## src/rtl/nx_node_decoder.sv

```systemverilog
// Inbound message decoder for a mesh node: local messages become single-cycle
// strobes, everything else is routed one hop onward through a registered bypass.
module nx_node_decoder #(
    parameter int STREAM_WIDTH   = 32,
    parameter int ADDR_ROW_WIDTH = 4,
    parameter int ADDR_COL_WIDTH = 4,
    parameter int COMMAND_WIDTH  = 2,
    parameter int INPUTS         = 8,
    parameter int OUTPUTS        = 8,
    parameter int MAX_IO         = (INPUTS > OUTPUTS) ? INPUTS : OUTPUTS,
    parameter int PAYLOAD_WIDTH  = STREAM_WIDTH - 1 - ADDR_ROW_WIDTH - ADDR_COL_WIDTH - COMMAND_WIDTH
) (
    input  logic                        clk_i,
    input  logic                        rst_i,
    input  logic [ADDR_ROW_WIDTH-1:0]   node_row_i,
    input  logic [ADDR_COL_WIDTH-1:0]   node_col_i,
    input  logic [STREAM_WIDTH-1:0]     msg_data_i,
    input  logic                        msg_valid_i,
    output logic                        msg_ready_o,
    output logic [STREAM_WIDTH-1:0]     byp_data_o,
    output logic [1:0]                  byp_dir_o,
    output logic                        byp_valid_o,
    input  logic                        byp_ready_i,
    output logic [$clog2(MAX_IO)-1:0]   map_io_o,
    output logic                        map_input_o,
    output logic [ADDR_ROW_WIDTH-1:0]   map_remote_row_o,
    output logic [ADDR_COL_WIDTH-1:0]   map_remote_col_o,
    output logic [$clog2(OUTPUTS)-1:0]  map_remote_idx_o,
    output logic                        map_slot_o,
    output logic                        map_broadcast_o,
    output logic                        map_seq_o,
    output logic                        map_valid_o,
    output logic [ADDR_ROW_WIDTH-1:0]   signal_remote_row_o,
    output logic [ADDR_COL_WIDTH-1:0]   signal_remote_col_o,
    output logic [$clog2(OUTPUTS)-1:0]  signal_remote_idx_o,
    output logic                        signal_state_o,
    output logic                        signal_valid_o,
    output logic                        trigger_o,
    output logic [PAYLOAD_WIDTH-1:0]    instr_data_o,
    output logic                        instr_valid_o
);
    localparam int IO_W  = $clog2(MAX_IO);
    localparam int IDX_W = $clog2(OUTPUTS);
    localparam int RW    = ADDR_ROW_WIDTH;
    localparam int CW    = ADDR_COL_WIDTH;
    localparam int PW    = PAYLOAD_WIDTH;

    localparam logic [COMMAND_WIDTH-1:0] CMD_LOAD_INSTR = COMMAND_WIDTH'(0);
    localparam logic [COMMAND_WIDTH-1:0] CMD_CFG_IO     = COMMAND_WIDTH'(1);
    localparam logic [COMMAND_WIDTH-1:0] CMD_SIG_STATE  = COMMAND_WIDTH'(2);
    localparam logic [COMMAND_WIDTH-1:0] CMD_CONTROL    = COMMAND_WIDTH'(3);

    localparam logic [1:0] DIRX_NORTH = 2'd0;
    localparam logic [1:0] DIRX_EAST  = 2'd1;
    localparam logic [1:0] DIRX_SOUTH = 2'd2;
    localparam logic [1:0] DIRX_WEST  = 2'd3;

    // Payload field positions, packed MSB first with zero pad at the bottom
    localparam int S_ROW = PW - 1;
    localparam int S_COL = S_ROW - RW;
    localparam int S_IDX = S_COL - CW;
    localparam int S_ST  = S_IDX - IDX_W;
    localparam int C_IO  = PW - 1;
    localparam int C_INP = C_IO - IO_W;
    localparam int C_ROW = C_INP - 1;
    localparam int C_COL = C_ROW - RW;
    localparam int C_IDX = C_COL - CW;
    localparam int C_SLT = C_IDX - IDX_W;
    localparam int C_BC  = C_SLT - 1;
    localparam int C_SEQ = C_BC - 1;

    logic                     w_bc;
    logic [RW-1:0]            w_tgt_row;
    logic [CW-1:0]            w_tgt_col;
    logic [COMMAND_WIDTH-1:0] w_cmd;
    logic [PW-1:0]            w_payload;
    logic                     w_local;
    logic                     w_xfer;
    logic [1:0]               w_dir;

    logic [STREAM_WIDTH-1:0]  r_byp_data;
    logic [1:0]               r_byp_dir;
    logic                     r_byp_valid;

    assign {w_bc, w_tgt_row, w_tgt_col, w_cmd, w_payload} = msg_data_i;
    assign w_local     = w_bc || (w_tgt_row == node_row_i && w_tgt_col == node_col_i);
    assign msg_ready_o = !rst_i && (!r_byp_valid || byp_ready_i);
    assign w_xfer      = msg_valid_i && msg_ready_o;

    always_comb begin
        w_dir = DIRX_EAST;
        if (w_tgt_row < node_row_i)      w_dir = DIRX_NORTH;
        else if (w_tgt_row > node_row_i) w_dir = DIRX_SOUTH;
        else if (w_tgt_col < node_col_i) w_dir = DIRX_WEST;
    end

    always_ff @(posedge clk_i) begin
        if (rst_i) begin
            r_byp_data          <= '0;
            r_byp_dir           <= DIRX_NORTH;
            r_byp_valid         <= 1'b0;
            map_io_o            <= '0;
            map_input_o         <= 1'b0;
            map_remote_row_o    <= '0;
            map_remote_col_o    <= '0;
            map_remote_idx_o    <= '0;
            map_slot_o          <= 1'b0;
            map_broadcast_o     <= 1'b0;
            map_seq_o           <= 1'b0;
            map_valid_o         <= 1'b0;
            signal_remote_row_o <= '0;
            signal_remote_col_o <= '0;
            signal_remote_idx_o <= '0;
            signal_state_o      <= 1'b0;
            signal_valid_o      <= 1'b0;
            trigger_o           <= 1'b0;
            instr_data_o        <= '0;
            instr_valid_o       <= 1'b0;
        end else begin
            map_valid_o    <= 1'b0;
            signal_valid_o <= 1'b0;
            trigger_o      <= 1'b0;
            instr_valid_o  <= 1'b0;

            if (w_xfer && w_local) begin
                case (w_cmd)
                    CMD_SIG_STATE: begin
                        signal_remote_row_o <= w_payload[S_ROW -: RW];
                        signal_remote_col_o <= w_payload[S_COL -: CW];
                        signal_remote_idx_o <= w_payload[S_IDX -: IDX_W];
                        signal_state_o      <= w_payload[S_ST];
                        signal_valid_o      <= 1'b1;
                    end
                    CMD_CFG_IO: begin
                        map_io_o         <= w_payload[C_IO -: IO_W];
                        map_input_o      <= w_payload[C_INP];
                        map_remote_row_o <= w_payload[C_ROW -: RW];
                        map_remote_col_o <= w_payload[C_COL -: CW];
                        map_remote_idx_o <= w_payload[C_IDX -: IDX_W];
                        map_slot_o       <= w_payload[C_SLT];
                        map_broadcast_o  <= w_payload[C_BC];
                        map_seq_o        <= w_payload[C_SEQ];
                        map_valid_o      <= 1'b1;
                    end
                    CMD_LOAD_INSTR: begin
                        instr_data_o  <= w_payload;
                        instr_valid_o <= 1'b1;
                    end
                    CMD_CONTROL: trigger_o <= w_payload[0];
                    default: ;
                endcase
            end

            // A drain and a new load in the same cycle leave valid high: no bubble
            if (w_xfer && !w_local) begin
                r_byp_data  <= msg_data_i;
                r_byp_dir   <= w_dir;
                r_byp_valid <= 1'b1;
            end else if (byp_ready_i) begin
                r_byp_valid <= 1'b0;
            end
        end
    end

    assign byp_data_o  = r_byp_data;
    assign byp_dir_o   = r_byp_dir;
    assign byp_valid_o = r_byp_valid;
endmodule

```

## config.mk

```make
export PLATFORM = sky130hd
export DESIGN_NAME = nx_node_decoder
export DESIGN_NICKNAME = d
export VERILOG_FILES = /design/src/rtl/nx_node_decoder.sv
export SDC_FILE = /design/constraint.sdc
export NUM_CORES = 1
export LEC_CHECK = 0
export ABC_AREA = 1
export CORE_UTILIZATION = 55
export DETAILED_ROUTE_END_ITERATION = 10
export DONT_BUFFER_PORTS = 1
export PLACE_DENSITY = 0.7
export SYNTH_ARGS = -nofsm -noshare
export SYNTH_HDL_FRONTEND = slang
export SYNTH_SLANG_ARGS = --single-unit
```

## constraint.sdc

```tcl
create_clock -name clk_i -period 5.17 [get_ports clk_i]
set_input_delay 1.2925 -clock clk_i [delete_from_list [all_inputs] [get_ports clk_i]]
set_output_delay 1.2925 -clock clk_i [all_outputs]
set_load 0.005 [all_outputs]
```

==> flow_summary_export.csv <==
group,metric,value,unit
clock_network,clk_latency,350,ps
global_route,grt_max_degree,65,
sta,finalClockSkew,6.995,ps
run,max-cap-violations,0,
clock_network,clkTransAtPathRegs,80,ps
routing,drc,20,
clock_network,ctsHoldBuffers,0,
floorplanning,ios,135,
critical_path,cpMostUsedCell,"nor2_1",
sta,finalCritPeriodShare,0.5720,
global_route,grt_overflow,0,
floorplanning,die_area,7078,µm²
clock_network,cts_tree,"done",
routing,ant_nets,0,
power_and_ir_drop,clkPwrFrac,0.391,
synth,ys_seq_area_frac,0.4857,
sta,slew_headroom,0.3463,
finish,seq_area,1802,µm²
clock_network,cts_sinks,90,
sta,finalSetupTns,0,ps
place,dp_hpwl,5.285,mm
sta,worst_slew_pin_slew,979.1,ps
sta,timing.final.ws_setup,2213,ps
worst_hold_path,whs_path_depth,2,
routing,drt_pass1_iterations,7,
power_and_ir_drop,leakage,2.044,nW
power_and_ir_drop,finalPower,0.001327,W
power_and_ir_drop,irDropWorstVdd,0.0002667,V
critical_path,crit_buf_inv,0,
critical_path,path_depth,2,
clock_network,postCtsSetupBuffers,0,
global_route,grt_util_all_layers,0.2255,
sta,rsz0062_at_grt,"no",
floorplanning,core,6422,µm²
routing,first_iter_violations,153,
sta,fin_crit,2957,ps
synth,synth_area_leaders,"dfxtp_1 49%, nor2_1 17%, nand2_1 12%",
critical_path,critical-path-top-delay-family,"simple AND/OR/NAND/NOR gates",
global_route,antenna_found_initial,0,
clock_network,post_cts_resized,0,
floorplanning,initial_core_util,0.5776,
finish,multiInputGateArea,1499,µm²
run_status,violations,"design-rule violations",
power_and_ir_drop,swShare,0.2269,
finish,n_antenna_cell,0,
synth,yosys_register_bits,90,
synth,avgSynthCellArea,6.973,µm²
power_and_ir_drop,p_sw,0.0003010,W
critical_path,cp_slowest_cell,"nor2_1",
routing,wl_per_cell,13.03,µm
sta,hold_viol_final,0,
worst_hold_path,hp-class,"register to register",
place,port_buffers,0,
power_and_ir_drop,intPower,0.001026,W
floorplanning,die_h,84.13,µm
routing,routed_wl,7.842,mm
power_and_ir_drop,combPwrFrac,0.057,
sta,slew_violations,0,
floorplanning,rows,29,
finish,area_growth,5.093,%
finish,n_fill_cell,568,
clock_network,htreeDepth,3,
synth,synth.distinct_cells,20,
sta,fin_hold_ws,479.8,ps
clock_network,cts-root-buf,"clkbuf_8",
power_and_ir_drop,seqPwrFrac,0.552,
synth,yosys_warnings,0,
synth,yosysTopAreaCell,"dfxtp_1",
sta,setup_viol,0,
floorplanning,die_w,84.13,µm
global_route,grt_pass1_wl,12.65,mm
clock_network,numCtsBuffers,9,
critical_path,slowest_delay,250,ps
sta,max_freq,0.3381,GHz
synth,synthCells,532,
finish,layout.nets,572,
critical_path,worstRegToRegCells,6,
critical_path,worstSetupPathType,"primary input to output port",
critical_path,crit_arrival,1660,ps
synth,syn_nets,584,
critical_path,worstPathMaxFanout,3,
critical_path,setup.worst_path.start_class,"primary input",
finish,post-route-util,0.6071,
critical_path,crit_chain,"nor2_1, nor2_1",
routing,vias,2966,
routing,via_per_inst,4.927,
critical_path,required,3880,ps
global_route,grt_pass1_vias,2615,
critical_path,end_kind,"output port",
synth,yosysTopAreaCellShare,0.4857,
run_status,outcome,"complete, but fails checks",
clock_network,clock_path_buffers,2,
place,place.gp.congestion,0.8316,
synth,synth_area,3710,µm²
finish,drive_above_1_share,0.04571,
place,post-place-ws,2069,ps
power_and_ir_drop,powerDensity,340.4,nW/µm²
-- routing by layer --
metal | vias up | global-route usage | wire length [µm]
met5 | - | 0 | 0
met4 | 0 | 0.07680 | 148
met3 | 14 | 0.1131 | 809
met2 | 97 | 0.3577 | 3542
met1 | 1315 | 0.2655 | 3341
li1 | 1540 | - | -
-- state kept, by name (all words and copies together), names as in the netlist --
signal,cells
signal_valid_o,1
map_remote_row_o,4
instr_data_o,21
signal_remote_idx_o,3
byp_dir_o,2
signal_remote_col_o,4
signal_state_o,1
signal_remote_row_o,4
map_valid_o,1
map_io_o,3
map_slot_o,1
instr_valid_o,1
map_remote_idx_o,3
trigger_o,1
map_broadcast_o,1
map_input_o,1
map_remote_col_o,4
map_seq_o,1
byp_data_o,32
byp_valid_o,1
-- Yosys cell counts --
cell	instances
o21a_1	1
o21ai_1	4
dfxtp_1	90
inv_1	73
buf_6	4
nor2_2	1
o21ai_0	28
nand3_1	4
ha_1	8
nand2_4	1
nor2_1	170
nor3_4	1
nand3_4	3
buf_2	12
nor2_4	1
nand3_2	1
clkbuf_1	8
nor3_1	1
a21oi_1	5
nand2_1	116
-- power by group through the flow --
stage	Clock, W	Combinational (W)	Sequential (W)
after global routing	0.000563	0.0000885	0.000736
final	0.000519	0.0000751	0.000733
after CTS	0.000530	0.0000761	0.000733
after global placement	0	0.0000723	0.000749
after floorplan	0	0.0000656	0.000744
after detailed placement	0	0.0000757	0.000749
-- stage by stage --
step                cells  cell area, µm²
global placement      586            3679
CTS                   602            3899
global route          602            3899
floorplan             532            3710
finish                602            3899
detailed placement    586            3679
-- placed cells by master (no fill, tap or decap), drive strengths merged --
cell / n
buf: 1
clkbuf: 12
nand3: 8
o21ai: 32
o21a: 1
nor3: 2
nor2: 172
a21oi: 5
ha: 8
clkinvlp: 2
bufinv: 2
inv: 73
dfxtp: 90
nand2: 117
-- kinds of logic (layout without fill, tap and decap cells) --
kind of cell	after synthesis	after routing	synth area share
and+or+nand+nor	299	299	0.3251
buffers and inverters	97	90	0.1103
DFF	90	90	0.4857
AOI/OAI and AO/OA	38	38	0.05194
adders and majority gates	8	8	0.02698
-- layout make-up --
class	count	area share
clock buffers	12	0.03723
well taps	77	0.02471
multi-input cells	345	0.3845
inverters	73	0.07028
flip-flops and latches	90	0.4621
repair buffers	1	0.001926
clock inverters	4	0.01926
-- worst paths after layout --
| path | slack [ps] | to | from |
|---|---|---|---|
| worst max-delay path | 2210 | msg_ready_o | byp_ready_i |
| worst min-delay path | 480 | byp_data_o[31] | byp_data_o[31] |
| worst max register to register | 3180 | byp_data_o[16] | byp_valid_o |
| worst min register to register | 480 | byp_data_o[31] | byp_data_o[31] |
No activity file was read; power rests on OpenSTA's default activity.
==> RTL change 1: new RTL, config.mk and constraints unchanged <==
Change the parameter `INPUTS` from 8 to 32.
--- a/src/rtl/nx_node_decoder.sv
+++ b/src/rtl/nx_node_decoder.sv
@@ -5,7 +5,7 @@
     parameter int ADDR_ROW_WIDTH = 4,
     parameter int ADDR_COL_WIDTH = 4,
     parameter int COMMAND_WIDTH  = 2,
-    parameter int INPUTS         = 8,
+    parameter int INPUTS         = 32,
     parameter int OUTPUTS        = 8,
     parameter int MAX_IO         = (INPUTS > OUTPUTS) ? INPUTS : OUTPUTS,
     parameter int PAYLOAD_WIDTH  = STREAM_WIDTH - 1 - ADDR_ROW_WIDTH - ADDR_COL_WIDTH - COMMAND_WIDTH
Interface: changed (resized map_io_o); port bits go from 135 to 137. The function was not compared with the original's and may differ.
==> RTL change 1 against the unedited design <==
Maximum frequency increased by 0.49%. Via count increased by 2.0%. The flow still finishes with violations (design-rule violations). Cell area increased by 0.87%. Global-route usage increased by 1.6 points. Critical endpoint is now byp_data_o[25]. Sequential share of layout area increased by 0.62 points. Sequential cell count increased by 2. Hold slack improved by 0.011 ns. Register-to-register slack got worse by 0.05 ns. Setup slack improved by 0.015 ns. Routed wire length increased by 4.1%. Area after synthesis increased by 0.44%. Power decreased by 0.40%. Cell count increased by 2.2%.
==> RTL change 1: results (changes against the unedited design) <==
stage	metric	value	unit	change
yosys	synth.distinct_cells	18		-10%
yosys	synth_area_per_cell	6.84	um2	-2.0%
pwr	peakVddDrop	197	uV	-26%
hold_path	hold-path-endpoint	byp_dir_o[0]		
yosys	synth_compound_area_frac	0.0517		-0.000227
yosys	synth_fp_nets	597		+2.2%
grt	track_usage	0.241		+0.0159
route	remaining_drc_errors	17		-15%
final_layout	bufAreaShareNonClock	0.00382		+0.00189
worst_setup_path	cp.arrival	3.23	ns	+1.57 ns
route	wl_met2	3710	um	+4.7%
yosys	synthTopCellsByCount	nor2_1, nand2_1, dfxtp_1		
final_layout	multi_input_area_share	0.379		-0.00521
grt	met1_usage	0.297		+0.0313
placement	gp_congestion	0.783		-5.8%
worst_setup_path	endpoint	byp_data_o[25]		
final_layout	fin_nets	585		+2.3%
grt	grt_pass1_wl	13600	um	+7.8%
route	drtIter0Drc	133		-13%
worst_setup_path	r2r_cells	7		+1
route	wl_met3	718	um	-11%
final_layout	final-clk-cell-share	0.0525		-0.00398
final_layout	drive_above_1_share	0.0483		+0.00261
worst_setup_path	startpoint	node_row_i[3]		
worst_setup_path	cp_slowest_cell	nor2_2		
yosys	synthAdderAreaFrac	0.0269		-0.000118
timing	finalClockSkew	0.0132	ns	+0.00618 ns
final_layout	num-nonclk-inverters	75		+2.7%
hold_path	hp-start	byp_dir_o[0]		
worst_setup_path	worstPathMaxFanout	34		+31
route	m1WireLength	3550	um	+6.2%
final_layout	multi_input_cells	353		+2.3%
outcome	status	finished, violations left		
yosys	synthTopCellsByArea	dfxtp_1, nor2_1, nand2_1, inv_1, o21ai_0		
pwr	power_leakage	2.09	nW	+2.1%
yosys	yosysSeqAreaShare	0.494		+0.00863
final_layout	n_all_buffers	2		+1
worst_setup_path	slowest_delay	0.94	ns	+0.69 ns
placement	dp_hpwl	5450	um	+3.1%
grt	gr-usage-met2	0.389		+0.0313
grt	grtUsageMet3	0.0698		-0.0433
worst_setup_path	reg2reg_slack	3.13	ns	-0.05 ns
outcome	violations	design-rule violations		
final_layout	seq_area	0.00184	mm2	+2.2%
route	vias	3025		+2.0%
grt	grt_pass1_vias	2941		+12%
timing	tightest_slew	1.24	ns	+0.257 ns
route	avgViaCountPerCell	4.92		-0.17%
RTL change 1: cell types whose count changed after synthesis, sizes merged:
cell	unedited run	this run
clkbuf	8	13
buf	16	12
nand2	117	121
nor2	172	176
dfxtp	90	92
inv	73	75
RTL change 1: per-stage QoR:
stage	cell area, um2	setup WS (ns)	utilization	hold WS (ns)
after floorplan	3730	2.26	-	0.449
after global placement	3730	1.92	0.577	0.478
after detailed placement	3730	1.82	0.577	0.479
after CTS	3930	2.21	0.609	0.494
after global routing	3930	1.90	0.609	0.507
final	3930	2.23	0.609	0.491
RTL change 1: power breakdown:
part / internal [mW] / total (mW) / switching (mW) / leakage [nW]
Clock: 0.231 / 0.498 / 0.267 / 0.0984
Sequential: 0.731 / 0.749 / 0.0178 / 0.747
Combinational: 0.0248 / 0.0744 / 0.0496 / 1.24
RTL change 1: tightest hold or removal path, delay by kind of cell, from the launching register on:
kind               cells  cell delay (ns)
AOI/OAI and AO/OA      1             0.05
and+or+nand+nor        1             0.07
DFF                    1             0.34
==> RTL change 2: new RTL, same settings <==
Made on the original files. Reset style: asynchronous (`rst_i`), changed in one clocked block.
--- a/src/rtl/nx_node_decoder.sv
+++ b/src/rtl/nx_node_decoder.sv
@@ -94,7 +94,7 @@
         else if (w_tgt_col < node_col_i) w_dir = DIRX_WEST;
     end
 
-    always_ff @(posedge clk_i) begin
+    always_ff @(posedge clk_i or posedge rst_i) begin
         if (rst_i) begin
             r_byp_data          <= '0;
             r_byp_dir           <= DIRX_NORTH;
Formal check against the unedited RTL: differs if rst_i is asserted again (counterexample within 4 cycles, from zero or initial values and one cycle with rst_i high); with rst_i held inactive, the same outputs for 4 cycles.
==> RTL change 2 against the unedited design <==
Setup slack worse by 0.068 ns. Cell area up 4.2%. Routed wire length up 16%. Global-route usage up 3.9 points. Area after synthesis up 5.0%. Hold slack better by 0.022 ns. Sequential cell count unchanged. Core utilization down 1.2 points. Critical path type is now in -> reg. Count of clock-buffer cells in the layout unchanged. Die area up 4.9%.
Power is not compared: it rests on default switching activity, and its combinational part moved more than twofold at a synthesized area within 25%.
==> RTL change 2: results (changes against the unedited design) <==
stage	metric	value	unit	change
outcome	status	finished clean		
yosys	synth.distinct_cells	19		-5.0%
placement	gp_congestion	0.761		-8.5%
placement	dp_cells	501		-15%
timing	relSlewSlack	0.176		-0.170
final_layout	drive_above_1_share	0.0736		+0.0279
yosys	yosysSeqAreaShare	0.578		+0.0926
grt	grt_pass1_wl	14800	um	+17%
grt	grt_max_degree	91		+40%
route	vias	2874		-3.1%
yosys	syn_inst	429		-19%
clock_tree	insertion_delay	0.35	ns	about the same
worst_setup_path	worstPathMaxFanout	56		+53
placement	placed_cell_area	0.00386	mm2	+4.9%
yosys	synth_fp_nets	481		-18%
yosys	yosys_warnings	0		unchanged
grt	track_usage	0.265		+0.0392
grt	grt_pass1_vias	2855		+9.2%
hold_path	hold-path-endpoint	byp_data_o[31]		
worst_setup_path	r2r_cells	8		+2
hold_path	hp-start	byp_data_o[31]		
timing	finalClockSkew	0.00891	ns	+0.00192 ns
worst_setup_path	cp.arrival	3.25	ns	+1.59 ns
placement	dp_slack	1.77	ns	-0.296 ns
worst_setup_path	reg2reg_to	byp_data_o[21]		
yosys	synthTopCellsByCount	nand2_1, dfrtp_1, nand4_1		
route	drtIter0Drc	254		+66%
yosys	ys.flop_type	dfrtp_1		
route	avgViaCountPerCell	5.56		+13%
timing	post-route-min-period	3.03	ns	+0.0677 ns
final_layout	fin_util	0.595		-0.0122
final_layout	fin_nets	468		-18%
pwr	peakVddDrop	188	uV	
yosys	ys_async_sr_fraction	1.00		+1.00
timing	hold_slack	0.501	ns	+0.0215 ns
final_layout	diodes	0		unchanged
clock_tree	cts_buffer_depth	2		unchanged
worst_setup_path	reg2reg_slack	2.62	ns	-0.56 ns
placement	dp_hpwl	5990	um	+13%
route	drt_wl_total	9120	um	+16%
route	dr.pass1.iters	4		-3
yosys	synthTopCellsByArea	dfrtp_1, nand2_1, nand4_1, ha_1, inv_1		
worst_setup_path	r2r-start	byp_valid_o		
RTL change 2: routing by layer:
| layer | up-vias | GRT usage | routed length [um] |
|---|---|---|---|
| met5 | - | 0 | 0 |
| met4 | 0 | 0.132 | 295 |
| met3 | 24 | 0.106 | 883 |
| met2 | 125 | 0.378 | 4070 |
| met1 | 1368 | 0.350 | 3880 |
| li1 | 1357 | - | - |
RTL change 2: layout make-up:
class | instances | area (um2)
clock buffers | 12 | 155
clock inverters | 4 | 50.0
fillers | 629 | 2770
inverters | 22 | 85.1
multi-input cells | 290 | 1380
flip-flops and latches | 90 | 2250
well taps | 96 | 120
repair buffers | 3 | 22.5
RTL change 2: logic make-up (layout without fill, tap and decap cells):
group / after synthesis / in the layout / synth area share
AOI/OAI and AO/OA: 9 / 9 / 0.0116
adders and majority gates: 8 / 8 / 0.0257
buffers and inverters: 49 / 41 / 0.0707
DFF: 90 / 90 / 0.578
and+or+nand+nor: 273 / 273 / 0.314
RTL change 2: report_power, final:
group | total, mW | switching, mW | internal, mW | leakage, nW
registers | 0.960 | 0.119 | 0.840 | 1.15
logic | 0.185 | 0.121 | 0.0641 | 0.948
clock network | 0.490 | 0.241 | 0.249 | 0.0986
RTL change 2: worst max-delay path by stage:
stage,endpoint,cells past startpoint,from
4_1_cts,byp_data_o[21],6,msg_valid_i
3_3_place_gp,byp_data_o[27],7,msg_valid_i
2_1_floorplan,byp_data_o[0],1,rst_i
3_5_place_dp,byp_data_o[21],7,msg_valid_i
6_report,byp_data_o[21],7,msg_valid_i
5_1_grt,byp_data_o[22],7,msg_valid_i
RTL change 2: critical path, cell delays in order:
cell and delay [ns]:
inv_1 0.04, nor3_4 0.15, buf_4 0.54, nand3_1 0.64, buf_4 0.43, nand2_1 0.07
o21ai_0 0.08
